<file path="src/rtl/lsu_pkg.sv">
//============================================================================
// Module   : lsu_pkg
// Brief    : Shared encodings and types for the mem_rmw_lsu load/store unit.
//            Optional feature macro used by this unit: LSU_ALIGN_CHECK_EN.
// Revision : 1.0 - initial release
//============================================================================
`timescale 1ns/1ps
`default_nettype none

package lsu_pkg;

    // Access size encodings as presented on cpu_size (2'b11 behaves as a word)
    localparam logic [1:0] SZ_BYTE = 2'b00;
    localparam logic [1:0] SZ_HALF = 2'b01;
    localparam logic [1:0] SZ_WORD = 2'b10;

    // Store sequencing states: IDLE serves every access, WRITE finishes an RMW
    typedef enum logic [0:0] {
        IDLE  = 1'b0,
        WRITE = 1'b1
    } lsu_state_t;

    // Size codes 10 and 11 both select a full-word access
    function automatic logic is_word_size(input logic [1:0] size);
        return size[1];
    endfunction

endpackage : lsu_pkg

`default_nettype wire

</file>
<file path="src/rtl/lsu_lane.sv">
//============================================================================
// Module   : lsu_lane
// Brief    : Combinational byte-lane logic. Extracts and extends load data
//            from a memory word, and merges sub-word store data into the
//            word that is being read-modified-written.
// Revision : 1.0 - initial release
//============================================================================
`timescale 1ns/1ps
`default_nettype none

module lsu_lane
    import lsu_pkg::*;
(
    input  logic [1:0]  size,
    input  logic [1:0]  addr_lo,
    input  logic        sign_ext,
    input  logic [31:0] word,
    input  logic [31:0] data,
    output logic [31:0] load_data,
    output logic [31:0] merged
);

    logic [7:0]  byte_sel;
    logic [15:0] half_sel;

    // Select the addressed byte and halfword lanes of the memory word
    always_comb begin
        byte_sel = word[7:0];
        case (addr_lo)
            2'b00:   byte_sel = word[7:0];
            2'b01:   byte_sel = word[15:8];
            2'b10:   byte_sel = word[23:16];
            default: byte_sel = word[31:24];
        endcase
        // addr_lo[0] is intentionally ignored for halfwords
        half_sel = addr_lo[1] ? word[31:16] : word[15:0];
    end

    // Extend the selected lane to 32 bits for the register file
    always_comb begin
        load_data = word;
        case (size)
            SZ_BYTE: load_data = {{24{sign_ext & byte_sel[7]}}, byte_sel};
            SZ_HALF: load_data = {{16{sign_ext & half_sel[15]}}, half_sel};
            default: load_data = word;
        endcase
    end

    // Replace the target lane(s) of the old word with the low store bits
    always_comb begin
        merged = data;
        case (size)
            SZ_BYTE: begin
                merged = word;
                case (addr_lo)
                    2'b00:   merged[7:0]   = data[7:0];
                    2'b01:   merged[15:8]  = data[7:0];
                    2'b10:   merged[23:16] = data[7:0];
                    default: merged[31:24] = data[7:0];
                endcase
            end
            SZ_HALF: begin
                merged = word;
                if (addr_lo[1]) begin
                    merged[31:16] = data[15:0];
                end else begin
                    merged[15:0] = data[15:0];
                end
            end
            default: merged = data;
        endcase
    end

endmodule : lsu_lane

`default_nettype wire

</file>
<file path="src/rtl/mem_rmw_lsu.sv">
//============================================================================
// Module   : mem_rmw_lsu
// Brief    : Load/store unit in front of a word-only, combinationally read
//            data memory. Loads and word stores complete in the issue cycle;
//            byte/halfword stores run as a two-cycle read-modify-write that
//            stalls the core for one cycle.
//            Optional macro LSU_ALIGN_CHECK_EN adds a misalign output and
//            suppresses misaligned accesses.
// Revision : 1.0 - initial release
//============================================================================
`timescale 1ns/1ps
`default_nettype none

module mem_rmw_lsu
    import lsu_pkg::*;
(
    input  logic        clk,
    input  logic        reset,
    input  logic        cpu_we,
    input  logic        cpu_re,
    input  logic [1:0]  cpu_size,
    input  logic        cpu_signed,
    input  logic [31:0] cpu_addr,
    input  logic [31:0] cpu_wd,
    output logic [31:0] cpu_rd,
    output logic        stall,
    output logic [31:0] mem_a,
    output logic        mem_we,
    output logic [31:0] mem_wd,
`ifdef LSU_ALIGN_CHECK_EN
    output logic        misalign,
`endif
    input  logic [31:0] mem_rd
);

    lsu_state_t  state;
    lsu_state_t  state_next;
    logic [31:0] merged_q;
    logic [29:0] addr_q;
    logic        capture;
    logic        we_raw;
    logic        stall_raw;
    logic        word_access;
    logic        bad_align;
    logic [31:0] lane_load;
    logic [31:0] lane_merged;

    assign word_access = is_word_size(cpu_size);

`ifdef LSU_ALIGN_CHECK_EN
    // Halfwords need addr[0]=0, words need addr[1:0]=0, only for real accesses
    assign bad_align = (cpu_we | cpu_re) &
                       (((cpu_size == SZ_HALF) & cpu_addr[0]) |
                        (word_access & (cpu_addr[1:0] != 2'b00)));
    assign misalign  = bad_align;
`else
    assign bad_align = 1'b0;
`endif

    lsu_lane u_lane (
        .size      (cpu_size),
        .addr_lo   (cpu_addr[1:0]),
        .sign_ext  (cpu_signed),
        .word      (mem_rd),
        .data      (cpu_wd),
        .load_data (lane_load),
        .merged    (lane_merged)
    );

    // Load data comes straight from memory; misaligned loads read as zero
    assign cpu_rd = bad_align ? 32'h0 : lane_load;

    // Next-state and memory-port steering for the RMW sequencer
    always_comb begin
        state_next = state;
        stall_raw  = 1'b0;
        we_raw     = 1'b0;
        capture    = 1'b0;
        mem_a      = {cpu_addr[31:2], 2'b00};
        mem_wd     = cpu_wd;
        case (state)
            IDLE: begin
                if (cpu_we && !bad_align) begin
                    if (word_access) begin
                        we_raw = 1'b1;
                    end else begin
                        // Memory is being read this cycle; keep the merge
                        stall_raw  = 1'b1;
                        capture    = 1'b1;
                        state_next = WRITE;
                    end
                end
            end
            WRITE: begin
                mem_a      = {addr_q, 2'b00};
                mem_wd     = merged_q;
                we_raw     = 1'b1;
                state_next = IDLE;
            end
            default: state_next = IDLE;
        endcase
    end

    // Reset must never let a write or stall escape, even mid-RMW
    assign mem_we = we_raw & reset;
    assign stall  = stall_raw & reset;

    // State register
    always_ff @(posedge clk or negedge reset) begin
        if (!reset) begin
            state <= IDLE;
        end else begin
            state <= state_next;
        end
    end

    // Hold the merged word and its address for the WRITE cycle
    always_ff @(posedge clk or negedge reset) begin
        if (!reset) begin
            merged_q <= 32'h0;
            addr_q   <= 30'h0;
        end else if (capture) begin
            merged_q <= lane_merged;
            addr_q   <= cpu_addr[31:2];
        end
    end

endmodule : mem_rmw_lsu

`default_nettype wire

</file>
<file path="config.mk">
export PLATFORM = sky130hd
export DESIGN_NAME = mem_rmw_lsu
export DESIGN_NICKNAME = d
export VERILOG_FILES = /design/src/rtl/lsu_pkg.sv /design/src/rtl/lsu_lane.sv /design/src/rtl/mem_rmw_lsu.sv
export SDC_FILE = /design/constraint.sdc
export NUM_CORES = 1
export LEC_CHECK = 0
export ABC_AREA = 1
export BUFFER_PORTS_ARGS = -buffer_cell sky130_fd_sc_hd__buf_4
export CAP_MARGIN = 20
export CORE_ASPECT_RATIO = 1.2
export CORE_UTILIZATION = 51
export DETAILED_ROUTE_END_ITERATION = 7
export PLACE_DENSITY = 0.83
export RECOVER_POWER = 25
export SYNTH_ARGS = -nofsm -noshare
export SYNTH_HDL_FRONTEND = slang
export SYNTH_SLANG_ARGS = --single-unit
</file>
<file path="constraint.sdc">
create_clock -name clk -period 2.3 [get_ports clk]
set_clock_uncertainty 0.2 [all_clocks]
set_input_delay 0.46 -clock clk [delete_from_list [all_inputs] [get_ports clk]]
set_output_delay 0.46 -clock clk [all_outputs]
set_load 0.02 [all_outputs]
</file>
==> impl_metrics.ini, run 1 <==
[clock_network]
cts.clk_slew.worst_paths_ns = 0.06
clock_insertion_delay_worst_skew_ns = 0.33
cts_hold_buffers = 0
clock_sinks = 63
tritoncts = yes
htree_num_levels = 3
tritoncts.num_buffers = 9
cts-root-buf = sky130_fd_sc_hd__clkbuf_16
max_clock_buf_depth = 2

[critical_path]
arrival_ns = 1.64
largest_delay_share_family_worst_path = flip-flops
endpoint_kind_of_the_worst_setup_timing_path = primary output
crit_path_start_kind = flip-flop
criticalPathCategory = flip-flop to primary output
reg2reg_to = merged_q[9]$_DFFE_PN0P_
cp_max_fo = 82
sum_of_buffers_and_inverters_on_the_critical_path = 2
crit_path_top_delay_cell = sky130_fd_sc_hd__dfrtp_2
timing.rr.start = state$_DFF_PN0_
critical_path.cell_chain = buf_12 > o21ai_0 > buf_4
critical_path_depth_in_cells = 3
reg2reg_slack_ns = 0.40
delay_of_the_slowest_cell_on_the_worst_path_ns = 0.44
crit_required_ns = 1.64
critical_path.endpoint = mem_wd[0]
worst-r2r-cell-count = 6
cp-startpoint = state$_DFF_PN0_

[pwr]
peakVddDrop_mv = 0.4067
total_power_mw = 4.221
static-leakage-power_nw = 4.129
power_per_cell_area_nw_per_um2 = 591.8

[timing]
fin_ws_ns = -0.00008016
final_min_period_over_clock_period = 1.000
final-setup-viol-count = 1
finalHoldViolations = 0
slew_violations = 64
max_frequency_ghz = 0.4348
setup-tns-final_ns = -0.00008016
unrepaired_setup_endpoints_after_global_routing = false
finalWorstPathRequiredPeriod_ns = 2.300
tightest_slew_ns = 1.586
max_slew_margin = -0.05739

[detailed_routing]
detail_route.drc_violations = 0
post_drt_wl_per_cell_microns = 14.26
via_cell_ratio = 5.201
drt_pass1_iterations = 5
drt_iter0_drc = 386
antenna_left = 0
num_vias = 6298
detail_route.wirelength_microns = 17270

[synthesis]
yosysSeqAreaShare = 0.2983
post_synth_inst_count = 900
yosys_most_used_dff = sky130_fd_sc_hd__dfrtp_1
synth.distinct_cells = 28
synthMostInstantiatedCell = sky130_fd_sc_hd__nand2_1
synth-async-reset-ratio = 1.000
warnings_from_yosys = 0
synth.largest_area_cell = sky130_fd_sc_hd__dfrtp_1
synth_enable_flop_cells = 0
synth_common_cells = sky130_fd_sc_hd__nand2_1 (397), sky130_fd_sc_hd__inv_1 (97), sky130_fd_sc_hd__nand3_1 (96)
netlist_top_cells_area = sky130_fd_sc_hd__dfrtp_1 (30%), sky130_fd_sc_hd__nand2_1 (28%), sky130_fd_sc_hd__nand3_1 (9.1%)
post_synth.cell_area_avg_sq_um = 5.872
synthesized_cell_area_sq_um = 5285
synth.top_cell.area_share = 0.2983
yosys_register_bits = 63

[finish]
stdcell_count = 1211
finish.net_count = 1183
fillCellCount = 906
multiInputGateArea_sq_um = 2953
final_layout_size_suffix_gt1_frac = 0.2406
area_growth_syn_to_layout_pct = 34.94
count_of_antenna_diodes_in_the_layout = 0
seq_area_sq_um = 1578
finish.instance_area_sq_um = 7132

[global_route]
global_route.usage.met1 = 0.4198
groute.usage.overall = 0.3333
maximum_number_of_pins_on_one_net_before_global_route_repair = 83
overflow = 0
met3_track_demand_over_resource = 0.06533
globalRoute.busiestLayer = met2
wire_length_of_the_first_global_routing_pass_microns = 27780
number_of_antenna_violations_at_the_first_check_in_global_routing = 0
vias_in_the_first_global_route = 5717
grtUsageMet2 = 0.5338

[status]
status = complete, but fails checks
failing_checks = max-capacitance violations, max-slew violations, negative setup slack

[placed_design]
hpwlAfterDp_microns = 12900
place_area_sq_um = 6823
place.gp.congestion = 0.9603
cell_count_after_placement = 1195
placement.io_buffers = 197

[die]
io_pins = 201
rows = 40
die_width_microns = 94.93
floorplan.die.height_microns = 113.5
die-area_sq_um = 10780
initial_core_util = 0.5254
design.core.area_sq_um = 10060

[flow_run]
drv_cap = 1

[hold_path]
hold_path_class = primary input to flip-flop
[cells in the final DEF, fill, tap and decap left out, types with 5 or more instances in the layout]
master / instances
sky130_fd_sc_hd__a21oi_1: 32
sky130_fd_sc_hd__or2_2: 5
sky130_fd_sc_hd__nand4_1: 6
sky130_fd_sc_hd__nand2_1: 397
sky130_fd_sc_hd__clkbuf_16: 9
sky130_fd_sc_hd__nand3_1: 96
sky130_fd_sc_hd__o211ai_1: 7
sky130_fd_sc_hd__inv_1: 97
sky130_fd_sc_hd__dfrtp_1: 62
sky130_fd_sc_hd__buf_4: 220
sky130_fd_sc_hd__nor2_1: 28
sky130_fd_sc_hd__o21ai_0: 87
[stage by stage]
step           utilization  worst slack, ns  hold slack (ns)
2_1_floorplan            -           0.1727         -0.03559
3_3_place_gp        0.6782           0.1155           0.2631
3_5_place_dp        0.6782           0.1084           0.2697
4_1_cts             0.7088          0.01118           0.1875
5_1_grt             0.7090         0.001908           0.2061
6_report            0.7090      -0.00008016           0.1955
[layer usage]
metal  vias up  wire length, microns
li1       3166                     -
met1      2737                  6940
met2       338                  7835
met3        57                  1668
met4         0                   824
met5         -                     0
[state kept, by name (all words and copies together), names as in the netlist]
| name | count |
|---|---|
| state | 1 |
| addr_q | 30 |
| merged_q | 32 |
[worst reg2reg max path: cells and delay by family (launching register included)]
| family | cells | cell delay [ns] |
|---|---|---|
| flops | 1 | 0.44 |
| buf+inv | 2 | 0.60 |
| simple gates | 4 | 0.55 |
[cell families after synthesis]
logic type / share of synthesized area
AO/OA/AOI/OAI: 0.1340
buffers and inverters: 0.1437
flip-flops: 0.2983
other: 0.0007095
AND/OR/NAND/NOR: 0.4233
[where the power goes]
group	switching, mW	internal [mW]	leakage, nW
Combinational	0.835	0.576	3.21
Clock	0.476	0.950	0.144
Sequential	0.0954	1.29	0.773
[final cells by class]
class / count / share of cell area
Clock inverter: 3 / 0.009474
Multi-Input combinational cell: 677 / 0.4140
Clock buffer: 13 / 0.03368
Sequential cell: 63 / 0.2212
Tap cell: 126 / 0.02211
Inverter: 104 / 0.05596
Timing Repair Buffer: 225 / 0.2435
[how the worst min path moves through the flow]
stage / from / endpoint / slack, ns / depth (start not counted)
after floorplan: reset / addr_q[0]$_DFFE_PN0P_ / -0.04 / 0
after global placement: merged_q[3]$_DFFE_PN0P_ / merged_q[3]$_DFFE_PN0P_ / 0.26 / 2
after detailed placement: merged_q[0]$_DFFE_PN0P_ / merged_q[0]$_DFFE_PN0P_ / 0.27 / 2
after CTS: cpu_addr[2] / addr_q[0]$_DFFE_PN0P_ / 0.19 / 3
after global routing: cpu_addr[2] / addr_q[0]$_DFFE_PN0P_ / 0.21 / 3
final: cpu_addr[2] / addr_q[0]$_DFFE_PN0P_ / 0.20 / 3
[what timing repair did]
item	4_1_cts	5_1_grt
setup buffers	0	0
endpoints found under the hold margin	0	0
endpoints found under the setup margin	0	3
resized for setup	0	2
Power figures use the tool's default switching activity.
==> run 2, diff against run 1 <==
--- a/config.mk
+++ b/config.mk
@@ -10,9 +10,11 @@
 export CAP_MARGIN = 20
 export CORE_ASPECT_RATIO = 1.2
 export CORE_UTILIZATION = 51
+export CTS_CLUSTER_DIAMETER = 40
 export DETAILED_ROUTE_END_ITERATION = 7
 export PLACE_DENSITY = 0.83
 export RECOVER_POWER = 25
+export REMOVE_ABC_BUFFERS = 1
 export SYNTH_ARGS = -nofsm -noshare
 export SYNTH_HDL_FRONTEND = slang
 export SYNTH_SLANG_ARGS = --single-unit
==> run 2 against run 1 <==
- routed wire length is 0.27% lower
- flip-flop and latch count stayed put
- the run now ends clean
- highest routed layer unchanged
- maximum frequency is 3.2% higher
- clock power is 13% lower
- worst setup slack better by 0.072 ns
==> impl_metrics.ini, run 2 (synthesis gave the netlist of run 1 again) <==
[clock_network]
cts.clk_slew.worst_paths_ns = 0.06
cts_repair_resize_count = 0
cts_setup_buffers = 0
tritoncts.num_buffers = 9
cts_hold_buffers = 1
clock_insertion_delay_worst_skew_ns = 0.33
htree_num_levels = 3
clock_sinks = 63
cts-root-buf = sky130_fd_sc_hd__clkbuf_16
tritoncts = yes
max_clock_buf_depth = 2

[finish]
count_of_antenna_diodes_in_the_layout = 0
largest_register_ff_count = 32
fillCellCount = 908
layout.cells.most_common = sky130_fd_sc_hd__nand2_1
layout_top_registers = merged_q: 32 flops, addr_q: 30 flops, state: 1 flops
area_growth_syn_to_layout_pct = 35.61
largest-register = merged_q
finish.net_count = 1188
layout.cells.most_common_list = sky130_fd_sc_hd__nand2_1 (397), sky130_fd_sc_hd__buf_4 (221), sky130_fd_sc_hd__inv_1 (97), sky130_fd_sc_hd__nand3_1 (96), sky130_fd_sc_hd__o21ai_0 (88)
final_layout_size_suffix_gt1_frac = 0.2450

[pwr]
power_per_cell_area_nw_per_um2 = 563.8
peakVddDrop_mv = 0.3818
static-leakage-power_nw = 4.144
total_power_mw = 4.040

[placed_design]
dp_slack_ns = 0.09352
place.gp.congestion = 0.9116
hpwlAfterDp_microns = 11710
placement.io_buffers = 197

[detailed_routing]
route.layer.met1.wl_microns = 6994
drt_iter0_drc = 540
detail_route.wirelength_microns = 17220
post_drt_wl_per_cell_microns = 14.16
detail_route.drc_violations = 0
topRoutingLayerUsed = met4
met2_wirelength_microns = 8111
sum_of_met3_wire_segment_lengths_after_detailed_routing_microns = 1646
drt_pass1_iterations = 5
via_cell_ratio = 5.269
num_vias = 6407
antenna_left = 0

[critical_path]
timing.rr.start = state$_DFF_PN0_
criticalPathCategory = primary input to primary output
largest_delay_share_family_worst_path = simple AND/OR/NAND/NOR gates
crit_path_start_kind = primary input
arrival_ns = 1.57
delay_of_the_slowest_cell_on_the_worst_path_ns = 0.31
endpoint_kind_of_the_worst_setup_timing_path = primary output
critical_path.cell_chain = buf_4 > inv_4 > nand2_1 > o21ai_1 > nand3b_4 > nand3_1 > buf_4
sum_of_buffers_and_inverters_on_the_critical_path = 3
critical_path.most_common_cell = sky130_fd_sc_hd__buf_4
cp-startpoint = cpu_addr[1]
crit_required_ns = 1.64
cp_max_fo = 16
crit_path_top_delay_cell = sky130_fd_sc_hd__nand3b_4

[timing]
tightest_slew_ns = 0.9222
final-setup-viol-count = 0
finalWorstPathRequiredPeriod_ns = 2.228
max_slew_margin = 0.3852
setup-tns-final_ns = 0
fin_ws_ns = 0.07195
finalHoldViolations = 0
slew_violations = 0
max_frequency_ghz = 0.4488
unrepaired_setup_endpoints_after_global_routing = false
final_min_period_over_clock_period = 0.9687

[global_route]
number_of_antenna_violations_at_the_first_check_in_global_routing = 0
wire_length_of_the_first_global_routing_pass_microns = 27090
overflow = 0
groute.usage.overall = 0.3231
vias_in_the_first_global_route = 5687
maximum_number_of_pins_on_one_net_before_global_route_repair = 85

[die]
io_pins = 201
die-area_sq_um = 10780
initial_core_util = 0.5254
floorplan.die.height_microns = 113.5
design.core.area_sq_um = 10060
die_width_microns = 94.93
rows = 40

[flow_run]
drv_cap = 0

[hold_path]
worst_hold_startpoint = cpu_addr[31]
hold_path_class = primary input to flip-flop

[status]
status = completed
[run 2: changes by cell type in the layout (fill, tap and decap cells not counted), moves of 2 or more]
cell	change
sky130_fd_sc_hd__buf_12	+3
sky130_fd_sc_hd__clkbuf_1	-3
sky130_fd_sc_hd__clkinv_2	+3
sky130_fd_sc_hd__bufinv_16	-2
[run 2: worst reg2reg max path, stage by stage, from the launching register on]
cell and delay, ns:
sky130_fd_sc_hd__dfrtp_2 0.43, sky130_fd_sc_hd__buf_12 0.22, sky130_fd_sc_hd__nor2_4 0.19, sky130_fd_sc_hd__buf_12 0.23, sky130_fd_sc_hd__nand2_1 0.11, sky130_fd_sc_hd__inv_1 0.08
sky130_fd_sc_hd__nand3_1 0.08, sky130_fd_sc_hd__nand2_1 0.06, sky130_fd_sc_hd__inv_1 0.03
[run 2: area by class of cell]
cell class	instances	area (sq um)	area share
clock inverters	6	37.54	0.005237
clock buffers	10	229.0	0.03195
flip-flops and latches	63	1578	0.2201
well taps	126	157.7	0.02200
repair buffers	230	1817	0.2535
inverters	104	395.4	0.05517
multi-input cells	677	2953	0.4120
[run 2: layer usage]
| metal | vias to the layer above | GRT usage |
|---|---|---|
| li1 | 3183 | - |
| met4 | 0 | 0.1404 |
| met2 | 352 | 0.5161 |
| met5 | - | 0 |
| met3 | 45 | 0.06200 |
| met1 | 2827 | 0.4227 |
[run 2: final timing paths]
| kind | end | slack (ns) | depth (start not counted) |
|---|---|---|---|
| setup / recovery | cpu_rd[28] | 0.07 | 7 |
| hold / removal | addr_q[29]$_DFFE_PN0P_ | 0.19 | 3 |
| setup reg to reg | merged_q[10]$_DFFE_PN0P_ | 0.56 | 8 |
| hold reg to reg | merged_q[29]$_DFFE_PN0P_ | 0.28 | 2 |
| max in group asynchronous | state$_DFF_PN0_ | 0.50 | 3 |
| min in group asynchronous | merged_q[14]$_DFFE_PN0P_ | 0.74 | 3 |
[run 2: per-stage QoR]
step	hold slack [ns]	util	instance area [sq um]	instances
floorplan	-0.03559	-	4925	844
global placement	0.2620	0.6862	6903	1199
detailed placement	0.2651	0.6862	6903	1199
CTS	0.1857	0.7137	7179	1216
global route	0.2041	0.7124	7167	1216
finish	0.1894	0.7124	7167	1216
[run 2: where the power goes]
| part | total, mW | internal (mW) | switching [mW] |
|---|---|---|---|
| Sequential | 1.38 | 1.29 | 0.0901 |
| Combinational | 1.42 | 0.589 | 0.835 |
| Clock | 1.24 | 0.722 | 0.516 |
